File: config.mk
export PLATFORM = sky130hd
export DESIGN_NAME = multicycle_control
export DESIGN_NICKNAME = d
export VERILOG_FILES = /design/src/rtl/riscv_ctrl_pkg.sv /design/src/rtl/multicycle_control.sv
export SDC_FILE = /design/constraint.sdc
export NUM_CORES = 1
export LEC_CHECK = 0
export CAP_MARGIN = 10
export CORE_UTILIZATION = 39
export CTS_CLUSTER_SIZE = 10
export DETAILED_ROUTE_END_ITERATION = 10
export MAX_ROUTING_LAYER = met4
export PLACE_DENSITY = 0.86
export REMOVE_ABC_BUFFERS = 1
export SETUP_SLACK_MARGIN = 0.3
export SYNTH_ARGS = -nofsm -noshare
export SYNTH_HDL_FRONTEND = slang
export SYNTH_SLANG_ARGS = --single-unit
File: constraint.sdc
create_clock -name clk -period 2.45 [get_ports clk]
set_input_delay 0.6125 -clock clk [delete_from_list [all_inputs] [get_ports clk]]
set_output_delay 0.6125 -clock clk [all_outputs]
set_load 0.02 [all_outputs]
File: src/rtl/riscv_ctrl_pkg.sv
// Package for the multicycle RISC-V control FSM.
// Holds the state encoding, the opcodes the decoder recognises, and the
// ALU-operation and datapath-select encodings driven by the controller.
package riscv_ctrl_pkg;

  typedef enum logic [3:0] {
    S_FETCH    = 4'h0,
    S_DECODE   = 4'h1,
    S_MEMADR   = 4'h2,
    S_MEMREAD  = 4'h3,
    S_MEMWB    = 4'h4,
    S_MEMWRITE = 4'h5,
    S_EXECUTER = 4'h6,
    S_EXECUTEI = 4'h7,
    S_ALUWB    = 4'h8,
    S_JAL      = 4'h9,
    S_BEQ      = 4'hA,
    S_ILLEGAL  = 4'hB
  } state_t;

  localparam logic [6:0] OP_LOAD  = 7'b0000011;
  localparam logic [6:0] OP_STORE = 7'b0100011;
  localparam logic [6:0] OP_RTYPE = 7'b0110011;
  localparam logic [6:0] OP_ITYPE = 7'b0010011;
  localparam logic [6:0] OP_BEQ   = 7'b1100011;
  localparam logic [6:0] OP_JAL   = 7'b1101111;

  // ALU operation class
  localparam logic [1:0] ALU_ADD   = 2'b00;
  localparam logic [1:0] ALU_SUB   = 2'b01;
  localparam logic [1:0] ALU_FUNCT = 2'b10;

  // ALU source A select
  localparam logic [1:0] SRCA_PC    = 2'b00;
  localparam logic [1:0] SRCA_OLDPC = 2'b01;
  localparam logic [1:0] SRCA_RS1   = 2'b10;

  // ALU source B select
  localparam logic [1:0] SRCB_RS2  = 2'b00;
  localparam logic [1:0] SRCB_IMM  = 2'b01;
  localparam logic [1:0] SRCB_FOUR = 2'b10;

  // Result select
  localparam logic [1:0] RES_ALUOUT = 2'b00;
  localparam logic [1:0] RES_DATA   = 2'b01;
  localparam logic [1:0] RES_ALU    = 2'b10;

endpackage

File: src/rtl/multicycle_control.sv
// Multicycle RISC-V main controller: sequences FETCH/DECODE and the
// per-class execute states, producing datapath strobes and mux selects.
//
// Parameters
//   MEM_HANDSHAKE  1: memory states wait for mem_ready; 0: mem_ready treated as 1
//   ENABLE_JAL     1: opcode 1101111 decoded as JAL; 0: treated as illegal
// Ports
//   clk, rst_n            clock, async active-low reset
//   opcode[6:0]           from instruction register, stable after FETCH
//   mem_ready             memory transfer completes this cycle
//   zero                  ALU zero flag (branch resolution)
//   pc_en                 PC write enable = pc_update | (branch & zero)
//   ir_write, mem_read, mem_write, reg_write, adr_src, branch  strobes/selects
//   alu_src_a, alu_src_b, result_src, alu_op                   2-bit selects
//   illegal               sticky illegal-opcode flag
//   state[3:0]            current state, for debug
//
// state    | meaning
// ---------+-------------------------------------------------
// FETCH    | read instruction, PC+4; wait for mem_ready
// DECODE   | compute branch/jump target (oldPC + imm)
// MEMADR   | compute load/store address rs1 + imm
// MEMREAD  | read data memory; wait for mem_ready
// MEMWB    | write loaded data to rd
// MEMWRITE | write data memory; wait for mem_ready
// EXECUTER | ALU rs1 op rs2
// EXECUTEI | ALU rs1 op imm
// ALUWB    | write ALU result to rd
// JAL      | PC <- target, compute return address oldPC + 4
// BEQ      | compare rs1/rs2, PC <- target when zero
// ILLEGAL  | unrecognised opcode; held until reset
module multicycle_control
  import riscv_ctrl_pkg::*;
#(
  parameter int MEM_HANDSHAKE = 1,
  parameter int ENABLE_JAL    = 1
) (
  input  logic       clk,
  input  logic       rst_n,
  input  logic [6:0] opcode,
  input  logic       mem_ready,
  input  logic       zero,
  output logic       pc_en,
  output logic       ir_write,
  output logic       mem_read,
  output logic       mem_write,
  output logic       reg_write,
  output logic       adr_src,
  output logic       branch,
  output logic [1:0] alu_src_a,
  output logic [1:0] alu_src_b,
  output logic [1:0] result_src,
  output logic [1:0] alu_op,
  output logic       illegal,
  output logic [3:0] state
);

  state_t state_q, state_d;
  logic   illegal_q, illegal_d;
  logic   mem_rdy;
  logic   pc_update;

  assign mem_rdy = (MEM_HANDSHAKE != 0) ? mem_ready : 1'b1;

  always_ff @(posedge clk or negedge rst_n) begin
    if (!rst_n) begin
      state_q   <= S_FETCH;
      illegal_q <= 1'b0;
    end else begin
      state_q   <= state_d;
      illegal_q <= illegal_d;
    end
  end

  always_comb begin
    state_d = state_q;
    unique case (state_q)
      S_FETCH:    if (mem_rdy) state_d = S_DECODE;
      S_DECODE: begin
        case (opcode)
          OP_LOAD, OP_STORE: state_d = S_MEMADR;
          OP_RTYPE:          state_d = S_EXECUTER;
          OP_ITYPE:          state_d = S_EXECUTEI;
          OP_BEQ:            state_d = S_BEQ;
          OP_JAL:            state_d = (ENABLE_JAL != 0) ? S_JAL : S_ILLEGAL;
          default:           state_d = S_ILLEGAL;
        endcase
      end
      S_MEMADR:   state_d = (opcode == OP_LOAD) ? S_MEMREAD : S_MEMWRITE;
      S_MEMREAD:  if (mem_rdy) state_d = S_MEMWB;
      S_MEMWB:    state_d = S_FETCH;
      S_MEMWRITE: if (mem_rdy) state_d = S_FETCH;
      S_EXECUTER: state_d = S_ALUWB;
      S_EXECUTEI: state_d = S_ALUWB;
      S_ALUWB:    state_d = S_FETCH;
      S_JAL:      state_d = S_ALUWB;
      S_BEQ:      state_d = S_FETCH;
      S_ILLEGAL:  state_d = S_ILLEGAL;
      default:    state_d = S_FETCH;
    endcase
    illegal_d = illegal_q | (state_d == S_ILLEGAL);
  end

  // While rst_n is low state_q already reads FETCH, so only the
  // write-type strobes need explicit gating against the reset pin.
  always_comb begin
    ir_write   = 1'b0;
    mem_read   = 1'b0;
    mem_write  = 1'b0;
    reg_write  = 1'b0;
    adr_src    = 1'b0;
    branch     = 1'b0;
    pc_update  = 1'b0;
    alu_src_a  = SRCA_PC;
    alu_src_b  = SRCB_RS2;
    result_src = RES_ALUOUT;
    alu_op     = ALU_ADD;
    unique case (state_q)
      S_FETCH: begin
        mem_read   = 1'b1;
        alu_src_b  = SRCB_FOUR;
        result_src = RES_ALU;
        ir_write   = mem_rdy;
        pc_update  = mem_rdy;
      end
      S_DECODE: begin
        alu_src_a = SRCA_OLDPC;
        alu_src_b = SRCB_IMM;
      end
      S_MEMADR: begin
        alu_src_a = SRCA_RS1;
        alu_src_b = SRCB_IMM;
      end
      S_MEMREAD: begin
        adr_src  = 1'b1;
        mem_read = 1'b1;
      end
      S_MEMWB: begin
        result_src = RES_DATA;
        reg_write  = 1'b1;
      end
      S_MEMWRITE: begin
        adr_src   = 1'b1;
        mem_write = 1'b1;
      end
      S_EXECUTER: begin
        alu_src_a = SRCA_RS1;
        alu_op    = ALU_FUNCT;
      end
      S_EXECUTEI: begin
        alu_src_a = SRCA_RS1;
        alu_src_b = SRCB_IMM;
        alu_op    = ALU_FUNCT;
      end
      S_ALUWB:    reg_write = 1'b1;
      S_JAL: begin
        alu_src_a = SRCA_OLDPC;
        alu_src_b = SRCB_FOUR;
        pc_update = 1'b1;
      end
      S_BEQ: begin
        alu_src_a = SRCA_RS1;
        alu_op    = ALU_SUB;
        branch    = 1'b1;
      end
      default: ;
    endcase
    ir_write  = ir_write & rst_n;
    mem_write = mem_write & rst_n;
    reg_write = reg_write & rst_n;
    pc_en     = (pc_update | (branch & zero)) & rst_n;
  end

  assign illegal = illegal_q;
  assign state   = state_q;

endmodule

======== Yosys cells after proc, flatten, opt, wreduce, memory -nomap -nowiden ========
Index checks and enable logic that the tools add are counted.
operators by class
  equality and inequality tests ........... 18
  reductions and logical operators ........ 11
  bitwise logic cells ..................... 7
  multiplexer cells ....................... 17
operators by type and width
  cell                                                              number
  4-bit case mux with 7 select lines                                1
  4-bit == test (second input constant)                             5
  4-bit case mux with 5 select lines                                1
  4-bit by 3-bit == test with 1-bit output (second input constant)  4
  2-bit case mux with 2 select lines                                4
  7-bit by 6-bit == test with 1-bit output (second input constant)  2
  7-bit == test (second input constant)                             2
  2-bit OR reduction                                                7
  4-bit two-way mux                                                 3
  4-bit by 2-bit == test with 1-bit output (second input constant)  2
  7-bit by 2-bit == test with 1-bit output (second input constant)  1
  7-bit by 5-bit == test with 1-bit output (second input constant)  1
  1-bit two-way mux                                                 6
  3-bit OR reduction                                                2
  1-bit AND                                                         5
  4-bit by 1-bit == test with 1-bit output (second input constant)  1
  4-bit logical NOT                                                 1
  4-bit OR reduction                                                1
  3-bit two-way mux                                                 1
  1-bit OR                                                          2
  1-bit case mux with 2 select lines                                1
storage, ports and cells
  register bits after elaboration ......... 5
  output and inout port bits .............. 20
  bits of input ports ..................... 11

======== Longest topological paths before layout ========
  depth after elaboration ................. 6
  gate-level depth with buffers ........... 6
  mapped depth without buffers ............ 5

======== Worst setup path after synthesis ========
No wires, ideal clock.
  kind .................................... register to output
  from .................................... register state_q[2], in the netlist state[2]
  to ...................................... output pc_en
  data required time ...................... 1.837 ns
  path slack .............................. -0.277 ns
  data arrival time ....................... 2.114 ns
  path buffers ............................ 1
  stages on the path, launching flop included .. 5
  cells stage by stage .................... dfrtp_1 > buf_2 > nor4_1 > and3_1 > o21bai_1
between the ends
  longest elaborated chain between the ends .. 5
  elaborated cells between the ends (all ways) .. 8
  those cells by class .................... eq/ne: 2; mux: 2; bitwise: 3; reduce/logical: 1
ends and longest elaborated chain
  item                    line                       source
  start, declared         multicycle_control.sv:58   state_t state_q, state_d;
  start signal, assigned  multicycle_control.sv:70   state_q <= state_d;
  4-bit == test           multicycle_control.sv:118  unique case (state_q)
  1-bit two-way mux       multicycle_control.sv:118
  1-bit AND               multicycle_control.sv:171  pc_en = (pc_update | (branch & zero)) & rst_n;
  1-bit OR (*)            multicycle_control.sv:171
  1-bit AND (*)           multicycle_control.sv:171
  end, declared           multicycle_control.sv:43   output logic pc_en,
Mark *: on every way between the ends. The rest lies on a longest branch, timed or not.

======== Worst setup path after layout ========
  from .................................... input mem_ready
  to ...................................... output pc_en
between the ends
  longest elaborated chain between the ends .. 3
ends and longest elaborated chain
  item                                line                       source
  start, declared                     multicycle_control.sv:41   input logic mem_ready,
  1-bit case mux with 2 select lines  multicycle_control.sv:118
  1-bit OR                            multicycle_control.sv:171
  1-bit AND                           multicycle_control.sv:171
Every way passes these cells.

==> results.sh <==
export IMPL_worstMarginPinSlew_ns=0.3668
export IMPL_global_route_usage_met1=0.2986
export IMPL_overflow=0
export IMPL_setup_viol=0
export IMPL_grt_pass1_vias=528
export IMPL_clockRootBuffer="clkbuf_4"
export IMPL_routedWlPerCell_um=13.07
export IMPL_reg2reg_to="illegal$_DFF_PN0_"
export IMPL_slew_headroom=0.7549
export IMPL_finalNetCount=115
export IMPL_ys_seq_area_frac=0.2392
export IMPL_yosysTopAreaCellShare=0.2392
export IMPL_num_rows=12
export IMPL_cp_arrival_ns=1.53
export IMPL_use_met2=0.3917
export IMPL_rr_worst_depth=7
export IMPL_cp_max_fo=2
export IMPL_fin_tns_setup_ns=0
export IMPL_synth_seq_cells=5
export IMPL_rsz0062_at_grt="true"
export IMPL_post_dp_hpwl_um=1112
export IMPL_maxCapViolations=0
export IMPL_hp_class="primary input to asynchronous set/reset pin"
export IMPL_fp_dieH_um=38.62
export IMPL_period_needed_ns=2.142
export IMPL_antenna_found_initial=0
export IMPL_fin_cells=117
export IMPL_area_growth_syn_to_layout_pct=64.35
export IMPL_synthTopCellsByArea="dfrtp_1 (24%), nor4b_1 (5.0%), xnor2_1 (5.0%), nor4_1 (4.8%), a21oi_1 (3.8%)"
export IMPL_placedCellCount=113
export IMPL_numPortBuffers=30
export IMPL_yosys_warnings=0
export IMPL_drv_slew=0
export IMPL_finalHoldViolations=0
export IMPL_finalPower_mw=1.090
export IMPL_clk_pin_slew_ns=0.05
export IMPL_period_share=0.8742
export IMPL_status="completed"
export IMPL_drt_iter0_drc=8
export IMPL_async_reset_ff_frac=1.000
export IMPL_p_leak_nw=0.3703
export IMPL_register_area_um2=125.1
export IMPL_final_common_cell="clkdlybuf4s50_1"
export IMPL_required_ns=1.84
export IMPL_grt_pass1_wl_um=2352
export IMPL_grt_total_usage=0.2367
export IMPL_cts_buffers=3
export IMPL_synthFlopType="dfrtp_1"
export IMPL_cp_end_kind="primary output"
export IMPL_postRouteAntennaNets=0
export IMPL_max_vdd_ir_drop_mv=0.5978
export IMPL_num_io_pins=31
export IMPL_power_density_nw_per_um2=1268
export IMPL_gp_congestion=0.8797
export IMPL_worstSetupPathType="primary input to primary output"
export IMPL_htreeDepth=1
export IMPL_fmax_mhz=466.9
export IMPL_grt_util_met3=0.04624
export IMPL_drive_gt1_frac=0.2816
export IMPL_synth_area_um2=523.0
export IMPL_syn_inst=66
export IMPL_n_antenna_cell=0
export IMPL_postCtsHoldBufs=0
export IMPL_initial_core_util=0.4466
export IMPL_multi_input_area_um2=361.6
export IMPL_firstDrtPassIters=4
export IMPL_startpoint="mem_ready"
export IMPL_clock_sinks=5
export IMPL_r2r_start="state[2]$_DFF_PN0_"
export IMPL_grt_busiest_layer="met2"
export IMPL_clk_insertion_delay_late_ns=0.24
export IMPL_fin_skew_ns=0.002538
export IMPL_grt_start_max_net_pins=16
export IMPL_routed_wl_um=1529
export IMPL_synth_area_leader_cell="dfrtp_1"
export IMPL_fill_cells=112
export IMPL_syn_area_per_cell_um2=7.924
export IMPL_rrSetupSlack_ns=0.88
export IMPL_core_um2=1171
export IMPL_cts_tree="yes"
export IMPL_layout_common_cells="clkdlybuf4s50_1 (14), buf_4 (9), dfrtp_1 (5), clkbuf_2 (5)"
export IMPL_die_w_um=38.62
export IMPL_synth_edf_count=0
export IMPL_startpoint_type="primary input"
export IMPL_vias_per_cell=5.453
export IMPL_drc=0
export IMPL_dieArea_um2=1492
export IMPL_ys_types=33
export IMPL_dr_total_vias=638
export IMPL_cts_max_path_buffers=2
[kinds of logic after synthesis]
kind of cell	synth area share
AOI/OAI and AO/OA	0.2201
xor gates and xnor gates	0.06700
adders and majority gates	0.01914
buffers and inverters	0.08612
DFF	0.2392
muxes	0.01914
and+or+nand+nor	0.3493
[power breakdown]
group / leakage (nW) / switching [mW] / total, mW / internal (mW)
logic: 0.294 / 0.478 / 0.837 / 0.359
registers: 0.0610 / 0.0345 / 0.154 / 0.120
clock network: 0.0150 / 0.0368 / 0.0986 / 0.0618
total: 0.370 / 0.549 / 1.09 / 0.540
[cells in the mapped netlist (2+ instances only)]
library cell,count
dfrtp_1,5
a21oi_1,4
nor2_1,4
nor4_1,4
buf_2,3
inv_1,3
nand2_1,3
nor2b_1,3
nor3_1,3
nor4b_1,3
o21ai_0,3
xnor2_1,3
and3_1,2
nand2b_1,2
nand3b_1,2
o31ai_1,2
[layout make-up]
cell class	count	share of cell area
multi-input cells	53	0.4207
repair buffers	38	0.3697
flip-flops and latches	5	0.1456
clock buffers	4	0.03057
well taps	14	0.02038
inverters	3	0.01310
[critical path, cell delays in order]
cell and delay [ns]:
clkdlybuf4s50_1 0.49, and3_1 0.16, o21bai_1 0.10, buf_2 0.17
[how the worst max path moves through the flow]
stage,endpoint,slack [ns],depth (start not counted)
2_1_floorplan,alu_op[0],-0.33,2
3_3_place_gp,pc_en,-0.17,4
3_5_place_dp,pc_en,-0.18,4
4_1_cts,pc_en,0.10,4
5_1_grt,branch,0.27,3
6_report,pc_en,0.31,4
[state kept, by name, indices dropped and copies added, names as in the netlist]
register  cells
state         4
illegal       1
[layer usage]
metal | wire (um) | vias to the layer above
li1 | - | 325
met1 | 663 | 271
met2 | 723 | 42
met3 | 142 | 0
met4 | 0 | 0
met5 | 0 | -
[metrics by stage]
step           hold slack, ns  cell area, um2    util  setup WS [ns]
5_1_grt                0.4552           859.6  0.7340         0.2692
4_1_cts                0.4652           875.8  0.7479         0.1032
2_1_floorplan          0.3169           489.2       -        -0.3270
3_5_place_dp           0.4542           867.1  0.7404        -0.1769
3_3_place_gp           0.4536           867.1  0.7404        -0.1681
6_report               0.4361           859.6  0.7340         0.3081
[repair_timing]
item,in CTS,in global routing
gates resized for setup,37,24
setup buffers,0,0
gates cloned,0,0
endpoints found under the hold margin,0,0
pin swaps,0,1
endpoints found under the setup margin,15,13
No activity file was read; power rests on OpenSTA's default activity.
